<file path="src/rtl/vec_dac_buf_pkg.sv">
// Shared definitions for the vector-display blocks: FSM state encoding and
// the signed-to-unsigned saturation helper.
package vec_pkg;

    typedef enum logic {
        IDLE = 1'b0,
        SHOW = 1'b1
    } vec_state_e;

    // Clamp a signed value into the unsigned range [0, 2^width-1].
    function automatic logic [31:0] sat_u(input logic signed [31:0] val,
                                          input int unsigned        width);
        logic signed [32:0] max_v;
        max_v = (33'sd1 <<< width) - 33'sd1;
        if (val < 0) begin
            return '0;
        end else if (33'(val) > max_v) begin
            return max_v[31:0];
        end else begin
            return val;
        end
    endfunction

endpackage

</file>
<file path="src/rtl/vec_dac_buf_if.sv">
// Point input handshake from the line generator: valid/ready plus signed X/Y.
interface vec_dac_buf_if #(
    parameter int unsigned BRES_WIDTH = 9
);
    logic                         in_valid;
    logic                         in_ready;
    logic signed [BRES_WIDTH-1:0] inx;
    logic signed [BRES_WIDTH-1:0] iny;

    modport master (output in_valid, inx, iny, input in_ready);
    modport slave  (input in_valid, inx, iny, output in_ready);
endinterface

</file>
<file path="src/rtl/vec_dac_buf_fifo.sv">
// Point FIFO with flush. Pointers carry an extra wrap bit so full and empty
// are told apart by the MSB. The read side sees the write pointer one cycle
// late, so an entry written into an empty FIFO becomes poppable a cycle later.
module vec_fifo #(
    parameter int unsigned WIDTH = 16,
    parameter int unsigned DEPTH = 16
) (
    input  logic                     clk,
    input  logic                     rst_n,
    input  logic                     flush_i,
    input  logic                     push_i,
    input  logic                     pop_i,
    input  logic [WIDTH-1:0]         wdata_i,
    output logic [WIDTH-1:0]         rdata_o,
    output logic                     full_o,
    output logic                     empty_o,
    output logic [$clog2(DEPTH):0]   level_o
);
    localparam int unsigned AW = $clog2(DEPTH);

    logic [WIDTH-1:0] mem_q [DEPTH];
    logic [AW:0]      wr_ptr_q, wr_ptr_d;
    logic [AW:0]      rd_ptr_q, rd_ptr_d;
    logic [AW:0]      wr_vis_q, wr_vis_d;
    logic             do_push, do_pop;

    assign full_o  = (wr_ptr_q[AW] != rd_ptr_q[AW]) &&
                     (wr_ptr_q[AW-1:0] == rd_ptr_q[AW-1:0]);
    assign empty_o = (rd_ptr_q == wr_vis_q);
    assign level_o = wr_ptr_q - rd_ptr_q;
    assign rdata_o = mem_q[rd_ptr_q[AW-1:0]];

    assign do_push = push_i && !full_o && !flush_i;
    assign do_pop  = pop_i && !empty_o && !flush_i;

    // Next pointer values; flush returns everything to the empty state.
    always_comb begin
        wr_ptr_d = wr_ptr_q;
        rd_ptr_d = rd_ptr_q;
        wr_vis_d = wr_ptr_q;
        if (flush_i) begin
            wr_ptr_d = '0;
            rd_ptr_d = '0;
            wr_vis_d = '0;
        end else begin
            if (do_push) wr_ptr_d = wr_ptr_q + 1'b1;
            if (do_pop)  rd_ptr_d = rd_ptr_q + 1'b1;
        end
    end

    // Pointer registers.
    always_ff @(posedge clk or negedge rst_n) begin
        if (!rst_n) begin
            wr_ptr_q <= '0;
            rd_ptr_q <= '0;
            wr_vis_q <= '0;
        end else begin
            wr_ptr_q <= wr_ptr_d;
            rd_ptr_q <= rd_ptr_d;
            wr_vis_q <= wr_vis_d;
        end
    end

    // Storage write; contents need no reset since pointers gate visibility.
    always_ff @(posedge clk) begin
        if (do_push) mem_q[wr_ptr_q[AW-1:0]] <= wdata_i;
    end

endmodule

</file>
<file path="src/rtl/vec_dac_buf.sv">
// Vector display output stage: saturates incoming points, queues them and
// presents one point per dwell period to the X/Y DACs, parking when disabled.
module vec_dac_buf
    import vec_pkg::*;
#(
    parameter int unsigned OUTWIDTH   = 8,
    parameter int unsigned BRES_WIDTH = 9,
    parameter int unsigned DEPTH      = 16,
    parameter int unsigned DWELL_W    = 8,
    parameter int unsigned PARK_X     = 0,
    parameter int unsigned PARK_Y     = 0
) (
    input  logic                      clk,
    input  logic                      rst_n,
    input  logic                      enable,
    vec_dac_buf_if.slave              in_if,
    input  logic [DWELL_W-1:0]        dwell,
    output logic [OUTWIDTH-1:0]       outx,
    output logic [OUTWIDTH-1:0]       outy,
    output logic                      out_strobe,
    output logic                      beam_on,
    output logic [$clog2(DEPTH):0]    level
);
    localparam int unsigned LW = $clog2(DEPTH) + 1;

    logic signed [BRES_WIDTH-1:0] inx_s, iny_s;
    logic [OUTWIDTH-1:0]          satx, saty;
    logic [2*OUTWIDTH-1:0]        fifo_rdata;
    logic                         fifo_full, fifo_empty;
    logic [LW-1:0]                fifo_level;
    logic                         push, pop;

    vec_state_e                   state_q, state_d;
    logic [DWELL_W-1:0]           cnt_q, cnt_d;
    logic [OUTWIDTH-1:0]          outx_q, outx_d;
    logic [OUTWIDTH-1:0]          outy_q, outy_d;
    logic                         strobe_q, strobe_d;
    logic                         beam_q, beam_d;

    assign inx_s = in_if.inx;
    assign iny_s = in_if.iny;
    assign satx  = OUTWIDTH'(sat_u(32'(inx_s), OUTWIDTH));
    assign saty  = OUTWIDTH'(sat_u(32'(iny_s), OUTWIDTH));

    // Ready is held low throughout reset regardless of enable.
    assign in_if.in_ready = rst_n && enable && !fifo_full;
    assign push           = in_if.in_valid && in_if.in_ready;

    vec_fifo #(
        .WIDTH (2 * OUTWIDTH),
        .DEPTH (DEPTH)
    ) u_fifo (
        .clk     (clk),
        .rst_n   (rst_n),
        .flush_i (!enable),
        .push_i  (push),
        .pop_i   (pop),
        .wdata_i ({satx, saty}),
        .rdata_o (fifo_rdata),
        .full_o  (fifo_full),
        .empty_o (fifo_empty),
        .level_o (fifo_level)
    );

    // Pacing FSM: pop, load outputs and dwell counter, or park when disabled.
    always_comb begin
        state_d  = state_q;
        cnt_d    = cnt_q;
        outx_d   = outx_q;
        outy_d   = outy_q;
        strobe_d = 1'b0;
        beam_d   = beam_q;
        pop      = 1'b0;
        if (!enable) begin
            state_d = IDLE;
            cnt_d   = '0;
            outx_d  = OUTWIDTH'(PARK_X);
            outy_d  = OUTWIDTH'(PARK_Y);
            beam_d  = 1'b0;
        end else begin
            unique case (state_q)
                IDLE: begin
                    beam_d = 1'b0;
                    pop    = !fifo_empty;
                end
                SHOW: begin
                    if (cnt_q != '0) begin
                        cnt_d = cnt_q - 1'b1;
                    end else if (!fifo_empty) begin
                        pop = 1'b1;
                    end else begin
                        state_d = IDLE;
                        beam_d  = 1'b0;
                    end
                end
                default: state_d = IDLE;
            endcase
            if (pop) begin
                state_d  = SHOW;
                outx_d   = fifo_rdata[2*OUTWIDTH-1:OUTWIDTH];
                outy_d   = fifo_rdata[OUTWIDTH-1:0];
                strobe_d = 1'b1;
                beam_d   = 1'b1;
                cnt_d    = (dwell == '0) ? '0 : dwell - 1'b1;
            end
        end
    end

    // FSM state and output registers.
    always_ff @(posedge clk or negedge rst_n) begin
        if (!rst_n) begin
            state_q  <= IDLE;
            cnt_q    <= '0;
            outx_q   <= OUTWIDTH'(PARK_X);
            outy_q   <= OUTWIDTH'(PARK_Y);
            strobe_q <= 1'b0;
            beam_q   <= 1'b0;
        end else begin
            state_q  <= state_d;
            cnt_q    <= cnt_d;
            outx_q   <= outx_d;
            outy_q   <= outy_d;
            strobe_q <= strobe_d;
            beam_q   <= beam_d;
        end
    end

    assign outx       = outx_q;
    assign outy       = outy_q;
    assign out_strobe = strobe_q;
    assign beam_on    = beam_q;
    assign level      = fifo_level;

endmodule

</file>
<file path="src/flat_wrapper.sv">
// flat-port wrapper written by rule: the top's interface ports become plain ports
module vec_dac_buf_flat import vec_pkg::*;
#(
    parameter int unsigned OUTWIDTH   = 8,
    parameter int unsigned BRES_WIDTH = 9,
    parameter int unsigned DEPTH      = 16,
    parameter int unsigned DWELL_W    = 8,
    parameter int unsigned PARK_X     = 0,
    parameter int unsigned PARK_Y     = 0
)
  (clk, rst_n, enable, dwell, outx, outy, out_strobe, beam_on, level, in_if_in_valid, in_if_inx, in_if_iny, in_if_in_ready);
  vec_dac_buf_if #(.BRES_WIDTH(BRES_WIDTH)) in_if_i ();
  input  logic clk;
  input  logic rst_n;
  input  logic enable;
  input  logic [DWELL_W-1:0] dwell;
  output logic [OUTWIDTH-1:0] outx;
  output logic [OUTWIDTH-1:0] outy;
  output logic out_strobe;
  output logic beam_on;
  output logic [$clog2(DEPTH):0] level;
  input wire logic [$bits(in_if_i.in_valid)-1:0] in_if_in_valid;
  input wire logic [$bits(in_if_i.inx)-1:0] in_if_inx;
  input wire logic [$bits(in_if_i.iny)-1:0] in_if_iny;
  output wire logic [$bits(in_if_i.in_ready)-1:0] in_if_in_ready;
  assign in_if_i.in_valid = in_if_in_valid;
  assign in_if_i.inx = in_if_inx;
  assign in_if_i.iny = in_if_iny;
  assign in_if_in_ready = in_if_i.in_ready;
  vec_dac_buf #(.OUTWIDTH(OUTWIDTH), .BRES_WIDTH(BRES_WIDTH), .DEPTH(DEPTH), .DWELL_W(DWELL_W), .PARK_X(PARK_X), .PARK_Y(PARK_Y)) u_core (.clk(clk), .rst_n(rst_n), .enable(enable), .in_if(in_if_i), .dwell(dwell), .outx(outx), .outy(outy), .out_strobe(out_strobe), .beam_on(beam_on), .level(level));
endmodule
</file>
<file path="config.mk">
export PLATFORM = sky130hd
export DESIGN_NAME = vec_dac_buf_flat
export DESIGN_NICKNAME = d
export VERILOG_FILES = /design/src/rtl/vec_dac_buf_pkg.sv /design/src/rtl/vec_dac_buf_if.sv /design/src/rtl/vec_dac_buf_fifo.sv /design/src/rtl/vec_dac_buf.sv /design/src/flat_wrapper.sv
export SDC_FILE = /design/constraint.sdc
export NUM_CORES = 1
export LEC_CHECK = 0
export BUFFER_PORTS_ARGS = -buffer_cell sky130_fd_sc_hd__buf_4
export CORE_ASPECT_RATIO = 0.9
export CORE_MARGIN = 4
export CORE_UTILIZATION = 35
export DETAILED_ROUTE_END_ITERATION = 7
export PLACE_DENSITY = 0.54
export SLEW_MARGIN = 20
export SYNTH_ARGS = -nofsm -noshare
export SYNTH_HDL_FRONTEND = slang
export SYNTH_SLANG_ARGS = --single-unit
</file>
<file path="constraint.sdc">
create_clock -name clk -period 6 [get_ports clk]
set_input_delay 0.6 -clock clk [delete_from_list [all_inputs] [get_ports clk]]
set_output_delay 0.6 -clock clk [all_outputs]
set_load 0.01 [all_outputs]
</file>
==> run metrics <==
Distinct cells, synth between 40 and 50; clock buffer depth 3; Fin Setup TNS 0 ns; Peak supply drop between 0.0002 and 0.00025 V; async set or reset register ratio after synthesis between 10% and 20%; initial core utilization between 30% and 40%; layout cells sized above 1 approximately a quarter; # Post-CTS Setup Buffers 0; RSZ-0062 raised after global routing no; remaining global-route overflow 0; Worst Path Required 5.40 ns; Least-Margin Pin Slew 1.07 ns; Root Buffer clkbuf_16; Worst EP arrival 2.80 ns; post-layout minimum cycle time 3.40 ns; port buffer count 53; Reg2Reg Capture Point u_core.u_fifo.mem_q[15][15]; Setup crit end level[4]; EDFF count, synth ~260; clock skew 0.0234 ns; Final Net Count 811; power density cells around 380 mW/mm^2; Worst-Skew Late Latency ~0.57 ns; post-route insts no fill approximately 1300; Vias 6367; commonest non-fill, non-tap cell in the layout edfxtp_1; slew margin rel. ~28%; Cell Rows 64; dpl hpwl about 17 mm; H-tree depth reported by CTS 1; Fmax achieved between 200 and 300 MHz; Setup Viol. Count Final 0; Fin. Hold Viols 0; initial antenna violation count 0; synthesized cell area about 0.012 sq mm; Hold-fix buffers, CTS 0; Synth area leader edfxtp_1; Top Ports 54; most frequent cells in the layout edfxtp_1 (256), buf_4 (76), nand2_1 (66); CP Launch Type flip-flop; fin crit share around 57%; CTS clk-pin slew, worst paths around 0.060 ns; overall die area around 0.038 sq mm; Pins Over Slew Limit 0; GRT Resource Usage Total roughly 14%; R2R depth 5; cts bufs inserted 30; gpl congestion 0.792; CTS tree done; Warnings, synthesis 0; Seq/Total Area, Yosys slightly above 70%; crit path max fanout 29; critical path class reg -> out; wire length per cell roughly 21 um; DR DRC count 0; synth top area cells edfxtp_1 (63%), mux4_2 (12%), dfrtp_1 (8.7%); post-CTS sizing 0; DR iter-0 viols 594; crit end category primary output; Seq cells post-synth 298; largest net degree at the start of global routing 55; R2R setup slack between 2 and 3 ns; drt pass-1 iters 5; main flop type after synthesis edfxtp_1; Routed WL ~27 mm; vias in the first global route about 6500; Synthesized Nets 740; Gate Count Post-Synth slightly below 700; area grow syn2layout 16.3%; first-pass GRT wire length between 40 and 50 mm; max cap viols 0; placed instance count approximately 1200; R2R Path Start u_core.u_fifo.rd_ptr_q[0]; Worst Setup SP u_core.u_fifo.rd_ptr_q[0]; hold crit path type in -> async; leak pwr between 0.004 and 0.005 uW; status completed; Routed Antenna Nets 0; core footprint roughly 0.034 sq mm; Sink Count 298; Vias/cell ~5.1; Die Y 185 um; Die X roughly 200 um; ANT cells 0; syn avg cell area roughly 17 sq um; post-synth top area share a little over three fifths
how the worst min path moves through the flow:
stage / end / from / slack, ns
after global routing: u_core.cnt_q[5] / rst_n / 0.07
after global placement: u_core.beam_on / u_core.beam_on / 0.48
after floorplan: u_core.beam_on / rst_n / 0.30
final: u_core.cnt_q[5] / rst_n / 0.04
after detailed placement: u_core.beam_on / u_core.beam_on / 0.49
after CTS: u_core.outx[1] / rst_n / 0.05
layout make-up:
| type | instances | area (sq um) |
|---|---|---|
| multi-input combinational | 344 | 3210 |
| inverter | 17 | 63.8 |
| clock inverter | 13 | 143 |
| clock buffer | 42 | 806 |
| tap | 462 | 578 |
| timing repair buffer | 76 | 571 |
| sequential | 298 | 8740 |
| fill | 3136 | 20000 |
state kept, by name, summed over array words and instances, names as in the netlist:
register	cells
u_core.beam_on	1
u_core.outx	8
u_core.state_q	1
u_core.u_fifo.wr_ptr_q	5
u_core.out_strobe	1
u_core.cnt_q	8
u_core.outy	8
u_core.u_fifo.rd_ptr_q	5
u_core.u_fifo.wr_vis_q	5
u_core.u_fifo.mem_q	256
routing by layer:
layer / track usage (%) / routed length [um]
met5: 0 / 0
met3: 2.29 / 1340
met4: 2.41 / 452
met1: 23.4 / 13700
met2: 20.0 / 11000
kinds of logic (layout without fill, tap and decap cells):
logic type	Yosys count	after routing	share of synthesized area, %
and+or+nand+nor	154	154	5.92
buffers and inverters	54	148	1.98
adders and majority gates	14	14	1.50
AOI/OAI and AO/OA	87	87	4.89
muxes	70	70	12.4
DFF	298	298	72.0
xor gates and xnor gates	19	19	1.37
synthesized netlist by cell type, types with 6 or more instances:
library cell and n:
inv_1 17, edfxtp_1 256, nor2b_1 18, mux2i_1 6, a22oi_1 32, buf_2 9, o21ai_0 6, a21oi_1 27
nor2_1 34, nand2_1 66, clkbuf_1 19, buf_4 7, nor3_1 9, xnor2_1 15, dfrtp_1 42, ha_1 13
mux4_2 64
critical path, stage by stage, from the launching register on:
cell	delay, ns
dfrtp_4	0.81
ha_1	0.26
inv_1	0.07
fa_1	0.46
a21o_1	0.20
a21oi_1	0.16
xnor2_1	0.14
buf_4	0.15
through the flow:
step	cell area (sq um)	util, %	total power, uW	hold slack, ns	setup WS, ns
finish	14100	41.4	5350	0.0427	2.60
global route	14100	41.4	5630	0.0724	2.39
CTS	14100	41.3	5410	0.0534	2.51
detailed placement	13200	38.6	3610	0.486	2.72
global placement	13200	38.6	3610	0.482	2.74
floorplan	12100	-	3280	0.304	2.61
where the power goes:
part           leakage, uW  switching (uW)  internal, uW  total, uW
Combinational      0.00139             576           533       1110
Sequential         0.00291             125          2320       2450
Clock             0.000458             768          1030       1790
Total              0.00476            1470          3880       5350
No activity file was read; power rests on OpenSTA's default activity.
